--- config.mk ---
export PLATFORM = sky130hd
export DESIGN_NAME = game_sequencer
export DESIGN_NICKNAME = d
export VERILOG_FILES = /design/src/rtl/game_sequencer.sv
export SDC_FILE = /design/constraint.sdc
export NUM_CORES = 1
export LEC_CHECK = 0
export BUFFER_PORTS_ARGS = -buffer_cell sky130_fd_sc_hd__buf_2
export CAP_MARGIN = 15
export CORE_ASPECT_RATIO = 0.7
export CORE_MARGIN = 10
export CORE_UTILIZATION = 50
export CTS_CLUSTER_DIAMETER = 50
export DETAILED_ROUTE_END_ITERATION = 7
export PLACE_DENSITY = 0.7
export REMOVE_ABC_BUFFERS = 1
export SLEW_MARGIN = 20
export SYNTH_ARGS = -nofsm -noshare
export SYNTH_HDL_FRONTEND = slang
export SYNTH_SLANG_ARGS = --single-unit
--- constraint.sdc ---
create_clock -name clk_div -period 6.1 [get_ports clk_div]
set_input_delay 0.61 -clock clk_div [delete_from_list [all_inputs] [get_ports clk_div]]
set_output_delay 0.61 -clock clk_div [all_outputs]
set_load 0.02 [all_outputs]
--- src/rtl/game_sequencer.sv ---
// Typing-game flow controller: SELECT -> COUNTDOWN -> INGAME -> FINISH, plus mode/value setup.
// Optional macro GAME_ABORT_EN: a start press aborts COUNTDOWN/INGAME back to SELECT.
module game_sequencer #(
  parameter int unsigned COUNT_TICKS = 10,
  parameter int unsigned COUNT_SECS  = 3,
  parameter int unsigned TIME_MIN    = 15,
  parameter int unsigned TIME_MAX    = 60,
  parameter int unsigned TIME_STEP   = 15,
  parameter int unsigned WORD_MIN    = 10,
  parameter int unsigned WORD_MAX    = 50,
  parameter int unsigned WORD_STEP   = 10
) (
  input  logic       clk_div,
  input  logic       rst,
  input  logic       btn_start,
  input  logic       btn_mode,
  input  logic       btn_up,
  input  logic       btn_down,
  input  logic       finish,
  output logic [1:0] state,
  output logic       mode,
  output logic [6:0] value,
  output logic [1:0] cd_digit,
  output logic       busy
);

  localparam int unsigned TICK_W = (COUNT_TICKS > 1) ? $clog2(COUNT_TICKS) : 1;
  localparam logic [TICK_W-1:0] TICK_LAST = TICK_W'(COUNT_TICKS - 1);
  localparam logic [1:0] SECS_INIT = 2'(COUNT_SECS);
  localparam logic [7:0] T_MIN  = 8'(TIME_MIN);
  localparam logic [7:0] T_MAX  = 8'(TIME_MAX);
  localparam logic [7:0] T_STEP = 8'(TIME_STEP);
  localparam logic [7:0] W_MIN  = 8'(WORD_MIN);
  localparam logic [7:0] W_MAX  = 8'(WORD_MAX);
  localparam logic [7:0] W_STEP = 8'(WORD_STEP);

  typedef enum logic [1:0] {
    ST_SELECT    = 2'd0,
    ST_COUNTDOWN = 2'd1,
    ST_INGAME    = 2'd2,
    ST_FINISH    = 2'd3
  } state_t;

  state_t            cur;
  logic [TICK_W-1:0] tick;
  logic [1:0]        sec;
  logic              start_q, mode_q, up_q, down_q;

  logic       press_start, press_mode, press_up, press_down;
  logic       abort_c;
  logic [7:0] v_min, v_max, v_step;
  logic [7:0] sum8, diff8, floor8;
  logic [6:0] inc_value, dec_value;

  assign state = cur;

  // Rising-edge detect; history regs reset high so a button held through reset is not a press
  assign press_start = btn_start & ~start_q;
  assign press_mode  = btn_mode  & ~mode_q;
  assign press_up    = btn_up    & ~up_q;
  assign press_down  = btn_down  & ~down_q;

`ifdef GAME_ABORT_EN
  assign abort_c = press_start;
`else
  assign abort_c = 1'b0;
`endif

  // Saturating adjust, computed in 8 bits so nothing wraps at the 7-bit boundary
  always_comb begin
    v_min     = mode ? W_MIN  : T_MIN;
    v_max     = mode ? W_MAX  : T_MAX;
    v_step    = mode ? W_STEP : T_STEP;
    sum8      = {1'b0, value} + v_step;
    diff8     = {1'b0, value} - v_step;
    floor8    = v_min + v_step;
    inc_value = value;
    dec_value = value;
    if (sum8 > v_max) inc_value = v_max[6:0];
    else              inc_value = sum8[6:0];
    if ({1'b0, value} < floor8) dec_value = v_min[6:0];
    else                        dec_value = diff8[6:0];
  end

  always_ff @(posedge clk_div or posedge rst) begin
    if (rst) begin
      cur      <= ST_SELECT;
      mode     <= 1'b0;
      value    <= T_MIN[6:0];
      cd_digit <= 2'd0;
      busy     <= 1'b0;
      tick     <= '0;
      sec      <= 2'd0;
      start_q  <= 1'b1;
      mode_q   <= 1'b1;
      up_q     <= 1'b1;
      down_q   <= 1'b1;
    end else begin
      start_q <= btn_start;
      mode_q  <= btn_mode;
      up_q    <= btn_up;
      down_q  <= btn_down;

      case (cur)
        ST_SELECT: begin
          if (press_start) begin
            cur      <= ST_COUNTDOWN;
            tick     <= '0;
            sec      <= SECS_INIT;
            cd_digit <= SECS_INIT;
            busy     <= 1'b1;
          end else if (press_mode) begin
            mode  <= ~mode;
            value <= mode ? T_MIN[6:0] : W_MIN[6:0];
          end else if (press_up && !press_down) begin
            value <= inc_value;
          end else if (press_down && !press_up) begin
            value <= dec_value;
          end
        end

        ST_COUNTDOWN: begin
          if (abort_c) begin
            cur      <= ST_SELECT;
            tick     <= '0;
            sec      <= 2'd0;
            cd_digit <= 2'd0;
            busy     <= 1'b0;
          end else if (tick == TICK_LAST) begin
            tick <= '0;
            if (sec == 2'd1) begin
              cur      <= ST_INGAME;
              sec      <= 2'd0;
              cd_digit <= 2'd0;
            end else begin
              sec      <= sec - 2'd1;
              cd_digit <= sec - 2'd1;
            end
          end else begin
            tick <= tick + TICK_W'(1);
          end
        end

        ST_INGAME: begin
          // Abort outranks a simultaneous finish
          if (abort_c) begin
            cur  <= ST_SELECT;
            busy <= 1'b0;
          end else if (finish) begin
            cur  <= ST_FINISH;
            busy <= 1'b0;
          end
        end

        ST_FINISH: begin
          if (press_start) cur <= ST_SELECT;
        end

        default: cur <= ST_SELECT;
      endcase
    end
  end

endmodule

# Yosys cells after proc, flatten, opt, wreduce, memory -nomap -nowiden

Cells that the tools add are included.

Register bits after elaboration: 21
Bits in latches: 0
Memory bits (writable): 0
ROM bits: 0
Bits of input ports: 7
Output and inout port bits: 13
Logic and storage cells: 75
Memories: 0

$add $sub $neg: 5
$mul: 0
Div/mod/pow operators: 0
Order comparisons: 2
Eq/ne operators: 10
Shift operators: 0
Mux-type cells: 24
Bitwise operators: 10
Reduce and logical (&&, ||, !) cells: 14

Operators by type and width:

| cell                                                             | count |
|---|---|
| 7-bit two-way mux                                                | 5 |
| 2-bit two-way mux                                                | 8 |
| 4-bit two-way mux                                                | 3 |
| 3-bit AND reduction                                              | 4 |
| 2-bit != test (second input constant)                            | 5 |
| 7-bit by 4-bit adder with 8-bit output                           | 1 |
| 8-bit by 6-bit > comparator with 1-bit output                    | 1 |
| 2-bit case mux with 4 select lines                               | 1 |
| 4-bit case mux with 2 select lines                               | 1 |
| 7-bit by 5-bit less-than comparator with 1-bit output            | 1 |
| 7-bit by 4-bit subtractor with 7-bit output                      | 1 |
| 3-bit two-way mux                                                | 2 |
| 1-bit inverter                                                   | 6 |
| 4-bit by 4-bit adder with 5-bit output                           | 1 |
| 5-bit AND reduction                                              | 1 |
| 4-bit by 1-bit adder with 4-bit output (second input constant)   | 1 |
| 1-bit bitwise AND                                                | 4 |
| 2-bit by 1-bit == test with 1-bit output (second input constant) | 2 |
| 2-bit == test (second input constant)                            | 2 |
| 4-bit == test (second input constant)                            | 1 |
| 2-bit case mux with 2 select lines                               | 1 |
| 2-bit nonzero test                                               | 2 |
| 3-bit nonzero test                                               | 1 |
| 1-bit logical AND                                                | 2 |
| 6 further kinds                                                  | 8 |

# Longest topological paths before layout

Word-level depth: 7
Depth in mapped cells: 13
Mapped depth without buffers: 12

# Worst setup path before layout

No wires, ideal clock.

Path type: reg-to-reg
Start: reg mode
End: reg value[2]
Library setup time: 91 ps
Arrival: 2851 ps
Data required time: 6009 ps
Slack: 3158 ps
Stages on the path, launching flop included: 14
Path buffers: 1
Clock period less this slack: 2942 ps
Path through: dfrtp_1 -> buf_2 -> inv_1 -> ha_1 -> o21a_2 -> o21ai_0 -> nand2_1 -> ha_1 -> a21oi_1 -> nand2_1 -> a31oi_1 -> o31ai_1 -> a2111oi_1 -> nor3_1

Word-level cells in the longest chain between the ends: 7
Elaborated cells between the ends (all ways): 13
Classes of those cells: add/sub (3); order compare (2); mux (8)

Ends and longest elaborated chain:

| item                                                  | RTL line | source |
|---|---|---|
| start, declared                                       | 21       | `output logic mode,` |
| start signal, assigned                                | 113      | `mode <= ~mode;` |
| 3-bit two-way mux                                     | 71, 73   |  |
| 4-bit by 4-bit adder with 5-bit output                | 76       | `floor8 = v_min + v_step;` |
| net floor8[1]                                         | 52       | `logic [7:0] sum8, diff8, floor8;` |
| 7-bit by 5-bit less-than comparator with 1-bit output | 81       | `if ({1'b0, value} < floor8) dec_value = v_min[6:0];` |
| 7-bit two-way mux                                     | 81       |  |
| 7-bit two-way mux                                     | 117      | `end else if (press_down && !press_up) begin` |
| 7-bit two-way mux                                     | 115      | `end else if (press_up && !press_down) begin` |
| 7-bit two-way mux                                     | 112      | `end else if (press_mode) begin` |
| end signal, assigned                                  | 114      | `value <= mode ? T_MIN[6:0] : W_MIN[6:0];` |
| end signal, assigned                                  | 116      | `value <= inc_value;` |
| end signal, assigned                                  | 118      | `value <= dec_value;` |
| end, declared                                         | 22       | `output logic [6:0] value,` |

The timed path passes the listed nets, and every way through them passes these cells. The select of a mux whose other input is x is not followed.
A chain may end at the register's enable or synchronous reset.

# Worst setup path after layout

Ends and elaborated chain as after synthesis.

==> results_dict.tcl <==
set metrics [dict create \
    cts_setup_buffers 0 \
    start_kind "register" \
    worst_slew_pin_slew_ps 797.3 \
    yosysWarnings 0 \
    die_area_um2 5855 \
    numPortBuffers 19 \
    required_ps 6280 \
    cts-resized-gates 0 \
    hold_viol_final 0 \
    grt_max_degree 22 \
    yosysTopAreaCell "dfrtp_1" \
    pre_cts_ws_ps 2929 \
    synth_top_area_share_pct 20.54 \
    ys.flop_type "dfrtp_1" \
    max-vdd-ir-drop_mv 0.3240 \
    viasPerCell 6.008 \
    antennaDiodeCount 0 \
    antenna_found_initial 0 \
    holdBufCountCts 0 \
    htreeDepth 1 \
    cts.clk_slew.worst_paths_ps 70 \
    final_nets 227 \
    clock.fmax_mhz 307.5 \
    clkSinkCount 21 \
    clockBufferDepth 2 \
    wl_um 3883 \
    crit_fanout 14 \
    ys_seq_elements 21 \
    min_period_over_period_pct 53.32 \
    drcViolationCount 0 \
    ant_nets 0 \
    num_vias 1424 \
    drive_above_1_share_pct 20.40 \
    path_class "register to register" \
    maxSlewHeadroom_pct 46.79 \
    dr.first_iter.drc_count 193 \
    wl_met1_um 1784 \
    synth_edf_count 0 \
    wl_met2_um 1706 \
    overflow 0 \
    place_congestion 0.9103 \
    setup_ws_ps 2848 \
    grt_pass1_wl_um 6210 \
    cap_violations 0 \
    avgSynthCellArea_um2 8.703 \
    clock_latency_ps 260 \
    synth_area_leaders "dfrtp_1 (21%), ha_1 (14%), dfstp_2 (13%)" \
    die_w_um 87.28 \
    netlist_area_um2 1584 \
    cts_tree "yes" \
    power_density_nw_per_um2 571.3 \
    core_um2 2903 \
    dp_hpwl_um 3154 \
    end_kind "register" \
    synth_cells 182 \
    async_flop_share_pct 100.0 \
    wl_met3_um 361 \
    root_buffer "clkbuf_8" \
    dr.max_layer_used "met4" \
    tns_ps 0 \
    die_height_um 67.09 \
    rsz0062_at_grt "no" \
    setup_violations 0 \
    post-route-util_pct 60.26 \
    drtPass1Iterations 4 \
    final_cell_mix "nand2_1 (20), buf_2 (19), ha_1 (18), inv_1 (16), o21ai_0 (15)" \
    grt_pass1_vias 1263 \
    fp-row-count 16 \
    area_growth_syn_to_layout_pct 10.43 \
    status "complete, no violations" \
    layout_commonest_cell "nand2_1" \
    period_minus_slack_ps 3252 \
    arrival_ps 3430 \
    wl_per_cell_um 16.38 \
    drv_slew 0 \
    hold_class "input port to register" \
    ys_seq_area_share_pct 33.81 \
    io_pins 20 \
    p_leak_nw 0.7806 \
    start_util_pct 54.57 \
    finalPower_mw 0.9993 \
    numCtsBuffers 3 \
    hold_slack_ps 451.9 \
    grt_usage_pct 13.18 \
    yosysUniqueCellTypes 49 \
    fin_skew_ps 8.939 \
]
## power by group
part           internal [mW]  switching (mW)  total, mW
registers              0.196          0.0811      0.277
clock network         0.0466          0.0456     0.0922
logic                  0.246           0.384      0.630
## flip-flops by register name, indices dropped and copies added (netlist names)
| name | flops |
|---|---|
| down_q | 1 |
| start_q | 1 |
| state | 2 |
| value | 7 |
| busy | 1 |
| tick | 4 |
| mode_q | 1 |
| mode | 1 |
| sec | 2 |
| up_q | 1 |
## cells in the mapped netlist (all sizes together), types with 5 or more instances
cell and count:
ha 18, nand2 20, dfrtp 13, o21ai 19
nand2b 5, nor3 7, inv 16, nand3 7
a21oi 11, nor2 10, dfstp 8
## critical path, stage by stage (launching register included)
cell and delay (ps):
dfrtp_1 650, inv_1 230, ha_1 400, o21a_2 170, o21ai_0 210, nand2_1 100, ha_1 310, a21oi_1 150
nand2_1 80, a31oi_1 250, o31ai_1 140, a2111oi_1 370, nor3_1 100
## logic make-up after synthesis
group | synth area share, %
DFF | 33.81
muxes | 1.343
AOI/OAI and AO/OA | 22.83
xor gates and xnor gates | 2.765
and+or+nand+nor | 19.98
adders and majority gates | 14.22
buffers and inverters | 5.055
## through the flow
stage | cells | cell area [µm²]
3_5_place_dp | 233 | 1704
2_1_floorplan | 178 | 1564
5_1_grt | 237 | 1749
6_report | 237 | 1749
3_3_place_gp | 233 | 1704
4_1_cts | 237 | 1749
## final cells by class
type	count	area [µm²]
sequential	21	535.5
clock buffer	4	45.04
fill	266	1154
inverter	16	60.06
multi-input combinational	141	968.4
timing repair buffer	19	95.09
tap	36	45.04
## routing by layer
layer	vias up	global-route usage, %
met1	657	18.41
met5	-	0
li1	700	-
met4	0	2.579
met2	60	19.66
met3	7	3.645
## worst paths after layout
path | start | to | slack [ps] | depth (start not counted)
worst max register to register | mode$_DFFE_PP0P_ | value[2]$_DFFE_PP1P_ | 2850 | 12
max in group asynchronous | rst | mode$_DFFE_PP0P_ | 5120 | 2
worst max-delay path | mode$_DFFE_PP0P_ | value[2]$_DFFE_PP1P_ | 2850 | 12
worst min-delay path | btn_up | up_q$_DFF_PP1_ | 450 | 1
worst min register to register | sec[1]$_DFFE_PP0P_ | sec[1]$_DFFE_PP0P_ | 530 | 2
min in group asynchronous | rst | busy$_DFFE_PP0P_ | 480 | 2
Note: power is estimated with default switching activity, not from simulation.
